`config.mk`:
```
export PLATFORM = sky130hd
export DESIGN_NAME = tlm_fifo_flat
export DESIGN_NICKNAME = d
export VERILOG_FILES = /design/src/rtl/tlm_fifo_pkg.sv /design/src/rtl/tlm_fifo_if.sv /design/src/rtl/tlm_fifo_mem.sv /design/src/rtl/tlm_fifo.sv /design/src/flat_wrapper.sv
export SDC_FILE = /design/constraint.sdc
export NUM_CORES = 1
export LEC_CHECK = 0
export ABC_AREA = 1
export BUFFER_PORTS_ARGS = -buffer_cell sky130_fd_sc_hd__buf_2
export CORE_UTILIZATION = 40
export CTS_CLUSTER_DIAMETER = 60
export DETAILED_ROUTE_END_ITERATION = 8
export GPL_ROUTABILITY_DRIVEN = 1
export MAX_ROUTING_LAYER = met4
export PLACE_DENSITY = 0.54
export SETUP_SLACK_MARGIN = 0.4
export SLEW_MARGIN = 25
export SYNTH_ARGS = -nofsm -noshare
export SYNTH_HDL_FRONTEND = slang
export SYNTH_SLANG_ARGS = --single-unit
```
`constraint.sdc`:
```
create_clock -name clk -period 4.7 [get_ports clk]
set_clock_uncertainty 0.1 [all_clocks]
set_input_delay 0.94 -clock clk [delete_from_list [all_inputs] [get_ports clk]]
set_output_delay 0.94 -clock clk [all_outputs]
set_load 0.05 [all_outputs]
```
`src/rtl/tlm_fifo_pkg.sv`:
```
// Shared types and helpers for the tlm_fifo channel.
// Sizing helper keeps pointer/count widths >= 1 for tiny depths.
package tlm_fifo_pkg;

  localparam int DEFAULT_DATA_W = 65;

  typedef enum logic [1:0] {PUT_ONLY, GET_ONLY, BOTH, IDLE} fifo_op_e;

  function automatic int clog2_depth(input int n);
    return (n <= 2) ? 1 : $clog2(n);
  endfunction

endpackage

```
`src/rtl/tlm_fifo_if.sv`:
```
// Put/get valid-ready channel bundle for tlm_fifo.
// slave is the FIFO side, master is the producer/consumer side.
interface tlm_fifo_if
  import tlm_fifo_pkg::*;
#(
  parameter int DATA_W = DEFAULT_DATA_W
);

  logic              put_valid;
  logic              put_ready;
  logic [DATA_W-1:0] put_data;
  logic              get_valid;
  logic              get_ready;
  logic [DATA_W-1:0] get_data;

  modport slave (
    input  put_valid, put_data, get_ready,
    output put_ready, get_valid, get_data
  );

  modport master (
    output put_valid, put_data, get_ready,
    input  put_ready, get_valid, get_data
  );

endinterface

```
`src/rtl/tlm_fifo_mem.sv`:
```
// DEPTH x DATA_W storage: one synchronous write port, one asynchronous read port.
// Contents are deliberately not reset.
module tlm_fifo_mem
  import tlm_fifo_pkg::*;
#(
  parameter  int DATA_W = DEFAULT_DATA_W,
  parameter  int DEPTH  = 4,
  localparam int PTR_W  = clog2_depth(DEPTH)
) (
  input  logic              clk,
  input  logic              we,
  input  logic [PTR_W-1:0]  wr_addr,
  input  logic [DATA_W-1:0] wr_data,
  input  logic [PTR_W-1:0]  rd_addr,
  output logic [DATA_W-1:0] rd_data
);

  logic [DATA_W-1:0] mem [DEPTH];

  always_ff @(posedge clk) begin
    if (we) mem[wr_addr] <= wr_data;
  end

  assign rd_data = mem[rd_addr];

endmodule

```
`src/rtl/tlm_fifo.sv`:
```
// First-word fall-through FIFO with valid/ready on both sides.
// Define TLM_FIFO_LEVEL_EN to expose level and almost_full ports.
module tlm_fifo
  import tlm_fifo_pkg::*;
#(
  parameter  int DATA_W = DEFAULT_DATA_W,
  parameter  int DEPTH  = 4,
  localparam int PTR_W  = clog2_depth(DEPTH),
  localparam int CNT_W  = clog2_depth(DEPTH + 1)
) (
  input  logic             clk,
  input  logic             reset,
  tlm_fifo_if.slave        fifo
`ifdef TLM_FIFO_LEVEL_EN
  ,
  output logic [CNT_W-1:0] level,
  output logic             almost_full
`endif
);

  localparam logic [PTR_W-1:0] LAST_PTR = PTR_W'(DEPTH - 1);
  localparam logic [CNT_W-1:0] FULL_CNT = CNT_W'(DEPTH);

  logic [PTR_W-1:0]  wr_ptr;
  logic [PTR_W-1:0]  rd_ptr;
  logic [CNT_W-1:0]  count;
  logic              put_fire;
  logic              get_fire;
  logic [DATA_W-1:0] rd_data;
  fifo_op_e          op;

  // Ready/valid come from count alone, so a full FIFO refuses a put even while a get fires.
  assign fifo.put_ready = (count != FULL_CNT);
  assign fifo.get_valid = (count != '0);
  assign fifo.get_data  = fifo.get_valid ? rd_data : '0;

  assign put_fire = fifo.put_valid && fifo.put_ready;
  assign get_fire = fifo.get_valid && fifo.get_ready;

  always_comb begin
    op = IDLE;
    case ({put_fire, get_fire})
      2'b10:   op = PUT_ONLY;
      2'b01:   op = GET_ONLY;
      2'b11:   op = BOTH;
      default: op = IDLE;
    endcase
  end

  always_ff @(posedge clk or negedge reset) begin
    if (!reset) begin
      wr_ptr <= '0;
      rd_ptr <= '0;
      count  <= '0;
    end else begin
      if (put_fire) wr_ptr <= (wr_ptr == LAST_PTR) ? '0 : wr_ptr + 1'b1;
      if (get_fire) rd_ptr <= (rd_ptr == LAST_PTR) ? '0 : rd_ptr + 1'b1;
      case (op)
        PUT_ONLY: count <= count + 1'b1;
        GET_ONLY: count <= count - 1'b1;
        default:  count <= count;
      endcase
    end
  end

  tlm_fifo_mem #(
    .DATA_W (DATA_W),
    .DEPTH  (DEPTH)
  ) u_mem (
    .clk     (clk),
    .we      (put_fire),
    .wr_addr (wr_ptr),
    .wr_data (fifo.put_data),
    .rd_addr (rd_ptr),
    .rd_data (rd_data)
  );

`ifdef TLM_FIFO_LEVEL_EN
  assign level       = count;
  assign almost_full = (count >= CNT_W'(DEPTH - 1));
`endif

endmodule

```
`src/flat_wrapper.sv`:
```
// flat-port wrapper written by rule: the top's interface ports become plain ports
module tlm_fifo_flat import tlm_fifo_pkg::*;
#(
  parameter  int DATA_W = DEFAULT_DATA_W,
  parameter  int DEPTH  = 4,
  localparam int PTR_W  = clog2_depth(DEPTH),
  localparam int CNT_W  = clog2_depth(DEPTH + 1)
)
  (clk, reset, fifo_put_valid, fifo_put_data, fifo_get_ready, fifo_put_ready, fifo_get_valid, fifo_get_data);
  tlm_fifo_if #(.DATA_W(DATA_W)) fifo_i ();
  input  logic clk;
  input  logic reset;
  input wire logic [$bits(fifo_i.put_valid)-1:0] fifo_put_valid;
  input wire logic [$bits(fifo_i.put_data)-1:0] fifo_put_data;
  input wire logic [$bits(fifo_i.get_ready)-1:0] fifo_get_ready;
  output wire logic [$bits(fifo_i.put_ready)-1:0] fifo_put_ready;
  output wire logic [$bits(fifo_i.get_valid)-1:0] fifo_get_valid;
  output wire logic [$bits(fifo_i.get_data)-1:0] fifo_get_data;
  assign fifo_i.put_valid = fifo_put_valid;
  assign fifo_i.put_data = fifo_put_data;
  assign fifo_i.get_ready = fifo_get_ready;
  assign fifo_put_ready = fifo_i.put_ready;
  assign fifo_get_valid = fifo_i.get_valid;
  assign fifo_get_data = fifo_i.get_data;
  tlm_fifo #(.DATA_W(DATA_W), .DEPTH(DEPTH)) u_core (.clk(clk), .reset(reset), .fifo(fifo_i));
endmodule
```
==> flow_summary.toml, run 1 <==
[status]
outcome = "complete, no violations"

[layout]
area_growth_pct = 17.4
nets = 1292
final_util_pct = 48.2
drive_gt1_share_pct = 16.6
filler_cell_count = 2668

[sta]
tns_ns = 0
slew_viol_final = 0
report.final.hold_viol_count = 0
timing.slew.headroom_pct = 33.4
setup_viol_count_final = 0
worst_pin_slew_ns = 0.999
fmax_mhz = 249
fin_crit_sh_pct = 85.5
post-route-min-period_ns = 4.02
rsz0062_at_grt = "no"

[grt]
first_global_vias = 7074
grt_pass1_wl_um = 38700
grt_usage_pct = 17.8
top_usage_layer = "met2"
grt_max_degree = 92
grtUsageMet2_pct = 28.3
grtUsageMet1_pct = 23.4
grt_antenna_before_repair = 4
use_met3_pct = 3.41
gr-total-overflow = 0

[worst_setup_path]
reg2reg_setup_slack_ns = 2.35
worstPathArrival_ns = 2.98
crit_path_cell_trace = "buf_4 -> buf_4 -> nand2_1 -> nand3_1 -> a21oi_1 -> buf_2"
endpoint_kind = "primary output"
reg2reg_from = "u_core.count[1]"
crit_type = "flip-flop to primary output"
r2r_cells = 5
setup.worst_path.start_class = "flip-flop"
crit_path_max_incr_delay_ns = 0.69
r2r_end = "u_core.u_mem.mem[3][60]"
startpoint = "u_core.rd_ptr[0]"
crit_end = "fifo_get_data[57]"
critPathSlowestCell = "buf_4"
crit_required_ns = 3.66
cpMostUsedCell = "buf_4"
worstPathMaxFanout = 58

[floorplanning]
fp.dieH_um = 172
ios = 136
die_w_um = 172
start_util_pct = 41.0
core_um2 = 28100
dieArea_um2 = 29500
std_cell_rows = 61

[detailed_routing]
drc = 0
drt_iter0_markers = 505
wire_per_inst_um = 15.4
routed_wl_um = 24900
antenna_left = 0
viasPerCell = 4.56
drtPass1Iterations = 5
dr_total_vias = 7382

[clock_tree]
cts_inserted_buffers = 30
cts_buffer_depth = 3
postCtsSetupBuffers = 0
cts.sink_count = 267
cts_hold_buffers = 0
htree_levels = 1
worstSkewPairLatency_ns = 0.54
cts_resized = 0
path_clk_slew_ns = 0.06
cts_tree = "built"
root_buffer = "clkbuf_16"

[worst_hold_path]
hp-class = "input port to asynchronous set/reset pin"

[synth]
synth_cell_types = 20
yosys_warnings = 0
synth.cell_area_um2 = 11500
ys_ff_latch = 267
synth_nets = 1160
avgSynthCellArea_um2 = 10.6
syn-instance-count = 1084
ys_seq_area_share_pct = 69.3

[job]
drv_cap = 0

[placement]
hpwl_um = 13500
routabilityCongestion = 0.728
io_buffer_count = 135
-- placed cells by master, fill, tap and decap left out --
cell,n
buf_12,2
buf_4,12
clkbuf_16,31
clkinv_2,6
ha_1,6
edfxtp_1,260
clkbuf_1,4
inv_6,2
diode_2,4
nand4_1,1
clkinv_1,6
fa_1,1
nand3_1,133
dfrtp_1,5
dfrtp_4,1
or2_0,1
nand3_2,1
buf_2,135
inv_1,272
nand2_1,275
a21oi_1,65
xnor2_1,1
o21ai_0,3
clkinvlp_4,1
dfrtp_2,1
bufinv_16,4
nor2_4,4
buf_6,1
inv_4,1
inv_2,3
-- worst max-delay path: cells and delay by family, from the launching register on --
kind | cells | cell delay [ns]
flops | 1 | 0.58
simple gates | 2 | 0.22
buf+inv | 3 | 1.48
compound gates | 1 | 0.12
-- cells in the mapped netlist --
master    count  area, um^2
or2_0         1        6.26
nand3_2       1        10.0
edfxtp_1    260        7810
buf_2        22         110
buf_1         1        3.75
clkbuf_1     10        37.5
a21oi_1      65         325
o21ai_0       3        15.0
ha_1          6        75.1
nand4_1       1        6.26
nand3_1     133         666
fa_1          1        20.0
dfrtp_1       7         175
inv_2         3        11.3
inv_1       273        1020
buf_6        12         135
buf_4         5        37.5
nand2_1     275        1030
xnor2_1       1        8.76
nor2_1        4        15.0
-- sequential cells by signal (all words and copies together), names as in the netlist --
signal / flops
u_core.rd_ptr: 2
u_core.count: 3
u_core.wr_ptr: 2
u_core.u_mem.mem: 260
-- final cells by class --
| type | instances | area, um^2 | share of cell area (%) |
|---|---|---|---|
| sequential | 267 | 7990 | 59.1 |
| multi-input combinational | 491 | 2210 | 16.3 |
| inverter | 276 | 1040 | 7.68 |
| timing repair buffer | 150 | 817 | 6.04 |
| clock buffer | 35 | 791 | 5.85 |
| tap | 378 | 473 | 3.50 |
| clock inverter | 19 | 198 | 1.46 |
| antenna | 4 | 10.0 | 0.0740 |
-- worst min-delay path by stage --
stage,endpoint,cells after the start
detailed placement,u_core.count[0],1
finish,u_core.count[0],1
global route,u_core.count[0],1
CTS,u_core.count[0],1
floorplan,u_core.count[1],2
global placement,u_core.count[1],2
-- routing by layer --
metal / vias to the layer above / wire (um) / part of all wire [%]
met5: - / 0 / 0
met3: 32 / 1350 / 5.4
li1: 3704 / - / -
met1: 3508 / 11700 / 47
met4: 0 / 396 / 1.6
met2: 138 / 11500 / 46
-- logic make-up (layout without fill, tap and decap cells) --
kind of cell | count (synthesis) | in the layout | synth area share, %
compound gates | 68 | 68 | 2.95
xor+xnor | 1 | 1 | 0.0760
fa+ha+maj | 7 | 7 | 0.825
buf+inv | 326 | 480 | 11.8
flops | 267 | 267 | 69.3
other cells | 0 | 4 | 0
simple gates | 415 | 415 | 15.1
-- stage by stage --
step	instance area [um^2]	hold WS [ns]	cells	setup WS, ns
after floorplan	11500	0.350	1084	0.210
after global placement	12500	0.370	1562	1.21
after detailed placement	12500	0.383	1562	1.19
after CTS	13500	0.113	1616	0.599
after global routing	13500	0.125	1620	0.445
final	13500	0.132	1620	0.682
Power of run 1 is left out: the tool's default activity adds up to more than one toggle a clock period on the data nets, which glitch-free logic cannot reach.
==> inputs of run 2 (changes only) <==
--- a/config.mk
+++ b/config.mk
@@ -9,3 +9,3 @@
 export BUFFER_PORTS_ARGS = -buffer_cell sky130_fd_sc_hd__buf_2
-export CORE_UTILIZATION = 40
+export CORE_UTILIZATION = 58
 export CTS_CLUSTER_DIAMETER = 60
@@ -14,3 +14,3 @@
 export MAX_ROUTING_LAYER = met4
-export PLACE_DENSITY = 0.54
+export PLACE_DENSITY = 0.75
 export SETUP_SLACK_MARGIN = 0.4
==> constraint.sdc (replaced) <==
create_clock -name clk -period 4.6 [get_ports clk]
set_clock_uncertainty 0.1 [all_clocks]
set_input_delay 0.92 -clock clk [delete_from_list [all_inputs] [get_ports clk]]
set_output_delay 0.92 -clock clk [all_outputs]
set_load 0.02 [all_outputs]
==> flow_summary.toml, run 2 (synthesis results as in run 1) <==
[floorplanning]
ios = 136
start_util_pct = 59.2
std_cell_rows = 51
dieArea_um2 = 20400
core_um2 = 19500
die_w_um = 143
fp.dieH_um = 143

[layout]
top_register = "u_core.u_mem.mem"
fin_cells = 1503
regArea_um2 = 7990
fin_area_um2 = 13300
filler_cell_count = 1394
nets = 1286
multi_input_area_um2 = 2210
final_common_cell = "nand2_1"
reg_top3 = "u_core.u_mem.mem x260, u_core.count x3"
final_cell_mix = "275 x nand2_1, 272 x inv_1, 260 x edfxtp_1"
area_growth_pct = 15.1
drive_gt1_share_pct = 16.1
largest_reg_flops = 260

[placement]
routabilityCongestion = 0.763
dp_cells = 1446
dpl_cell_area_um2 = 12400
io_buffer_count = 135
hpwl_um = 13000
dp_slack_ns = 1.38

[sta]
setup_viol_count_final = 0
fmax_mhz = 265
timing.slew.headroom_pct = 40.8
slew_viol_final = 0
fin_crit_sh_pct = 82.0
worst_pin_slew_ns = 0.886
rsz0062_at_grt = "no"
post-route-min-period_ns = 3.77
tns_ns = 0
timing.final.ws_setup_ns = 0.827
report.final.hold_viol_count = 0

[status]
outcome = "complete, no violations"

[worst_setup_path]
crit_required_ns = 3.58
crit_type = "flip-flop to primary output"
endpoint_kind = "primary output"
worstPathArrival_ns = 2.75
worstPathMaxFanout = 84
setup.worst_path.start_class = "flip-flop"

[power_and_ir_drop]
vdd_drop_max_mv = 0.400
power_density_nw_per_um2 = 672
power_frac_comb_pct = 39.2
p_int_w = 0.00543
clkPwrFrac_pct = 23.3
p_leak_nw = 6.01
switchingPower_w = 0.00348
seqPwrFrac_pct = 37.5
swShare_pct = 39.1

[clock_tree]
path_clk_slew_ns = 0.06
cts_buffer_depth = 3
cts_inserted_buffers = 27
cts_tree = "built"
postCtsSetupBuffers = 0
cts.sink_count = 267
htree_levels = 1
root_buffer = "clkbuf_16"
cts_hold_buffers = 0
cts_resized = 0
worstSkewPairLatency_ns = 0.52

[job]
drv_cap = 0

[grt]
grt_max_degree = 105
grt_usage_pct = 23.8
first_global_vias = 7216
gr-total-overflow = 0
grt_antenna_before_repair = 8
grt_pass1_wl_um = 35800

[detailed_routing]
antenna_left = 0
routed_wl_um = 23000
drt_iter0_markers = 432
viasPerCell = 4.93
drtPass1Iterations = 7
drc = 0
dr_total_vias = 7409
wire_per_inst_um = 15.3

[worst_hold_path]
hp-class = "input port to asynchronous set/reset pin"
[run 2: per-stage QoR]
stage	total power, W	util [%]	hold WS, ns
after floorplan	0.00588	-	0.350
after global placement	0.00682	63.7	0.365
after detailed placement	0.00690	63.7	0.385
after CTS	0.00898	68.0	0.107
after global routing	0.00945	68.2	0.116
final	0.00891	68.2	0.118
[run 2: path summary, 6_finish.rpt]
path                                        from                      end  slack [ns]  cells after the start
max in group asynchronous                  reset         u_core.rd_ptr[0]        4.11                      1
worst min register to register   u_core.count[0]          u_core.count[0]        0.39                      1
worst min-delay path                       reset         u_core.rd_ptr[0]        0.12                      1
min in group clk                 u_core.count[0]          u_core.count[0]        0.39                      1
worst max register to register   u_core.count[1]  u_core.u_mem.mem[3][46]        2.16                      5
worst max-delay path            u_core.rd_ptr[0]        fifo_get_data[41]        0.83                      6
[run 2: per-layer routing]
layer	track usage [%]	routed length (um)	part of all wire, %
met2	40.8	11600	51
met3	4.09	1460	6.3
met1	28.9	9490	41
met4	7.30	399	1.7
met5	-	0	0
[run 2: critical path, cell delays in order, from the launching register on]
cell	delay (ns)
dfrtp_4	0.62
inv_4	0.63
buf_4	0.42
nand2_1	0.09
nand3_1	0.09
a21oi_1	0.09
buf_2	0.18
[run 2: final cells by class]
class	count	area share, %
Sequential cell	267	60.2
Clock buffer	36	5.42
Timing Repair Buffer	147	6.27
Tap cell	265	2.50
Multi-Input combinational cell	491	16.7
Antenna cell	8	0.151
Clock inverter	13	0.943
Inverter	276	7.83
[run 2: power groups by stage]
| stage | Clock, W | Sequential, W | Combinational [W] |
|---|---|---|---|
| after global placement | 0 | 0.00337 | 0.00345 |
| after floorplan | 0 | 0.00337 | 0.00251 |
| final | 0.00208 | 0.00334 | 0.00349 |
| after global routing | 0.00221 | 0.00338 | 0.00386 |
| after detailed placement | 0 | 0.00339 | 0.00351 |
| after CTS | 0.00211 | 0.00334 | 0.00353 |
(Power assumes the default switching activity.)
==> inputs of run 3 (changes only) <==
Settings changed: ABC_AREA 1 to 0, CORE_UTILIZATION 58 to 57.
Clock period 4.6 ns to 3.7 ns, I/O delays scaled along.
==> flow_summary.toml, run 3 <==
[power_and_ir_drop]
p_leak_nw = 4.23
power_density_nw_per_um2 = 872
vdd_drop_max_mv = 0.620
clkPwrFrac_pct = 24.2
seqPwrFrac_pct = 40.1
p_int_w = 0.00721
switchingPower_w = 0.00338
power_frac_comb_pct = 35.6
swShare_pct = 31.9

[synth]
synth_ff_type = "edfxtp_1"
yosys_warnings = 0
synth_top_family_by_area = "multiplexers"
yosysMostFrequentCell = "edfxtp_1"
synth_compound_area_share_pct = 0.0486
synthMuxAreaShare_pct = 14.7
synth_nets = 528
synth_xor_area_share_pct = 0.255
synth-edff-count = 260
ys_ff_latch = 267
synth.cell_area_um2 = 10300
yosysTopAreaCell = "edfxtp_1"
synth_async_sr_flop_share_pct = 2.62
synth_area_leaders = "edfxtp_1 76%, mux4_2 14%, and2_1 4.1%"
yosys-top-cells-count = "260 x edfxtp_1, 67 x and2_1, 65 x mux4_2, 9 x clkbuf_1, 7 x dfrtp_1"
synth_adder_area_share_pct = 0.924
synth-simple-area-share_pct = 4.61
syn-instance-count = 452
avgSynthCellArea_um2 = 22.8
ys_seq_area_share_pct = 77.6
synth_top_area_share_pct = 75.9
synth_cell_types = 21

[clock_tree]
path_clk_slew_ns = 0.06
cts.sink_count = 267
cts_inserted_buffers = 26
htree_levels = 1
cts_tree = "built"
cts_buffer_depth = 3
worstSkewPairLatency_ns = 0.51
root_buffer = "clkbuf_16"

[floorplanning]
start_util_pct = 58.9
die_w_um = 136
ios = 136
core_um2 = 17500
std_cell_rows = 48
fp.dieH_um = 136
dieArea_um2 = 18600

[sta]
setup_viol_count_final = 0
fin_crit_sh_pct = 83.8
timing.slew.headroom_pct = 31.1
fmax_mhz = 323
tns_ns = 0
worst_pin_slew_ns = 1.03
rsz0062_at_grt = "no"
report.final.hold_viol_count = 0
slew_viol_final = 0
post-route-min-period_ns = 3.10

[grt]
first_global_vias = 5062
grt_max_degree = 66
gr-total-overflow = 0
grt_pass1_wl_um = 28100
grt_usage_pct = 21.1
grt_antenna_before_repair = 3

[detailed_routing]
routed_wl_um = 18500
dr_total_vias = 4831
antenna_left = 0
drt_iter0_markers = 310
drc = 0
viasPerCell = 5.65
wire_per_inst_um = 21.6
drtPass1Iterations = 4

[worst_setup_path]
crit_path_max_incr_delay_ns = 0.73
path_delay_family = "flip-flops"
worstPathArrival_ns = 2.26
crit_required_ns = 2.86
critPathSlowestCell = "dfrtp_4"
crit_path_cell_trace = "buf_12 -> mux4_2 -> and2_1 -> buf_2"
endpoint_kind = "primary output"
crit_cells = 4
crit_type = "flip-flop to primary output"
setup.worst_path.start_class = "flip-flop"
worstPathMaxFanout = 36
worst-path-buf-inv = 2
r2r_cells = 9

[worst_hold_path]
worstHoldPathCells = 1
hp-class = "input port to flip-flop"

[layout]
drive_gt1_share_pct = 41.5
fin_area_um2 = 12100
top_register = "u_core.u_mem.mem"
largest_reg_flops = 260
final_cell_mix = "260 x edfxtp_1, 135 x buf_2, 67 x and2_1"
nets = 685
area_growth_pct = 18.0
final_common_cell = "edfxtp_1"
reg_top3 = "u_core.u_mem.mem x260, u_core.count x3"

[status]
outcome = "complete, no violations"

[placement]
hpwl_um = 10300
routabilityCongestion = 0.723
dpl_cell_area_um2 = 11200
io_buffer_count = 135

[job]
drv_cap = 0
run 3: worst paths after layout:
path	from	to	slack, ns
setup / recovery	u_core.rd_ptr[1]	fifo_get_data[54]	0.60
hold / removal	fifo_put_data[47]	u_core.u_mem.mem[1][47]	0.33
setup reg to reg	u_core.count[0]	u_core.count[2]	1.23
hold reg to reg	u_core.count[2]	u_core.count[2]	0.39
max in group asynchronous	reset	u_core.rd_ptr[0]	2.79
min in group asynchronous	reset	u_core.wr_ptr[1]	0.52
run 3: timing repair:
action / in CTS / in global routing
endpoints found under the hold margin: 7 / 0
cloned: 0 / 0
buffers inserted: 1 / 6
gates resized for setup: 1 / 0
hold buffers: 1 / 0
setup endpoints to repair: 44 / 1
run 3: per-stage QoR:
step	hold slack (ns)	worst slack (ns)	std cells	utilization [%]	power (W)
2_1_floorplan	0.344	0.846	452	-	0.00694
3_3_place_gp	0.363	0.854	796	63.9	0.00794
3_5_place_dp	0.377	0.862	796	63.9	0.00800
4_1_cts	0.313	0.463	844	68.9	0.0106
5_1_grt	0.319	0.505	855	69.5	0.0111
6_report	0.330	0.601	855	69.5	0.0106
run 3: layout make-up:
cell class	instances	area, um^2
Fill cell	1123	5330
Clock buffer	32	694
Clock inverter	14	136
Tap cell	225	282
Timing Repair Buffer	151	876
Inverter	6	22.5
Antenna cell	3	7.51
Multi-Input combinational cell	157	2130
Sequential cell	267	7990
run 3: routing by layer:
| metal | vias up | GRT usage, % | part of all wire (%) |
|---|---|---|---|
| li1 | 2151 | - | - |
| met2 | 149 | 33.1 | 49 |
| met3 | 33 | 4.33 | 5.8 |
| met5 | - | - | 0 |
| met4 | 0 | 5.19 | 1.9 |
| met1 | 2498 | 28.7 | 43 |
run 3: kinds of logic (layout without fill, tap and decap cells):
logic type / Yosys count / in the layout
adders and majority gates: 7 / 7
buffers and inverters: 28 / 203
DFF: 267 / 267
muxes: 69 / 69
AOI/OAI and AO/OA: 1 / 1
and+or+nand+nor: 77 / 77
other: 0 / 3
xor gates and xnor gates: 3 / 3
run 3: power groups by stage:
stage	Clock [W]	Sequential [W]	Combinational [W]
final	0.00257	0.00425	0.00377
after global routing	0.00271	0.00430	0.00408
after CTS	0.00261	0.00429	0.00373
after detailed placement	0	0.00438	0.00363
after global placement	0	0.00433	0.00360
after floorplan	0	0.00418	0.00276
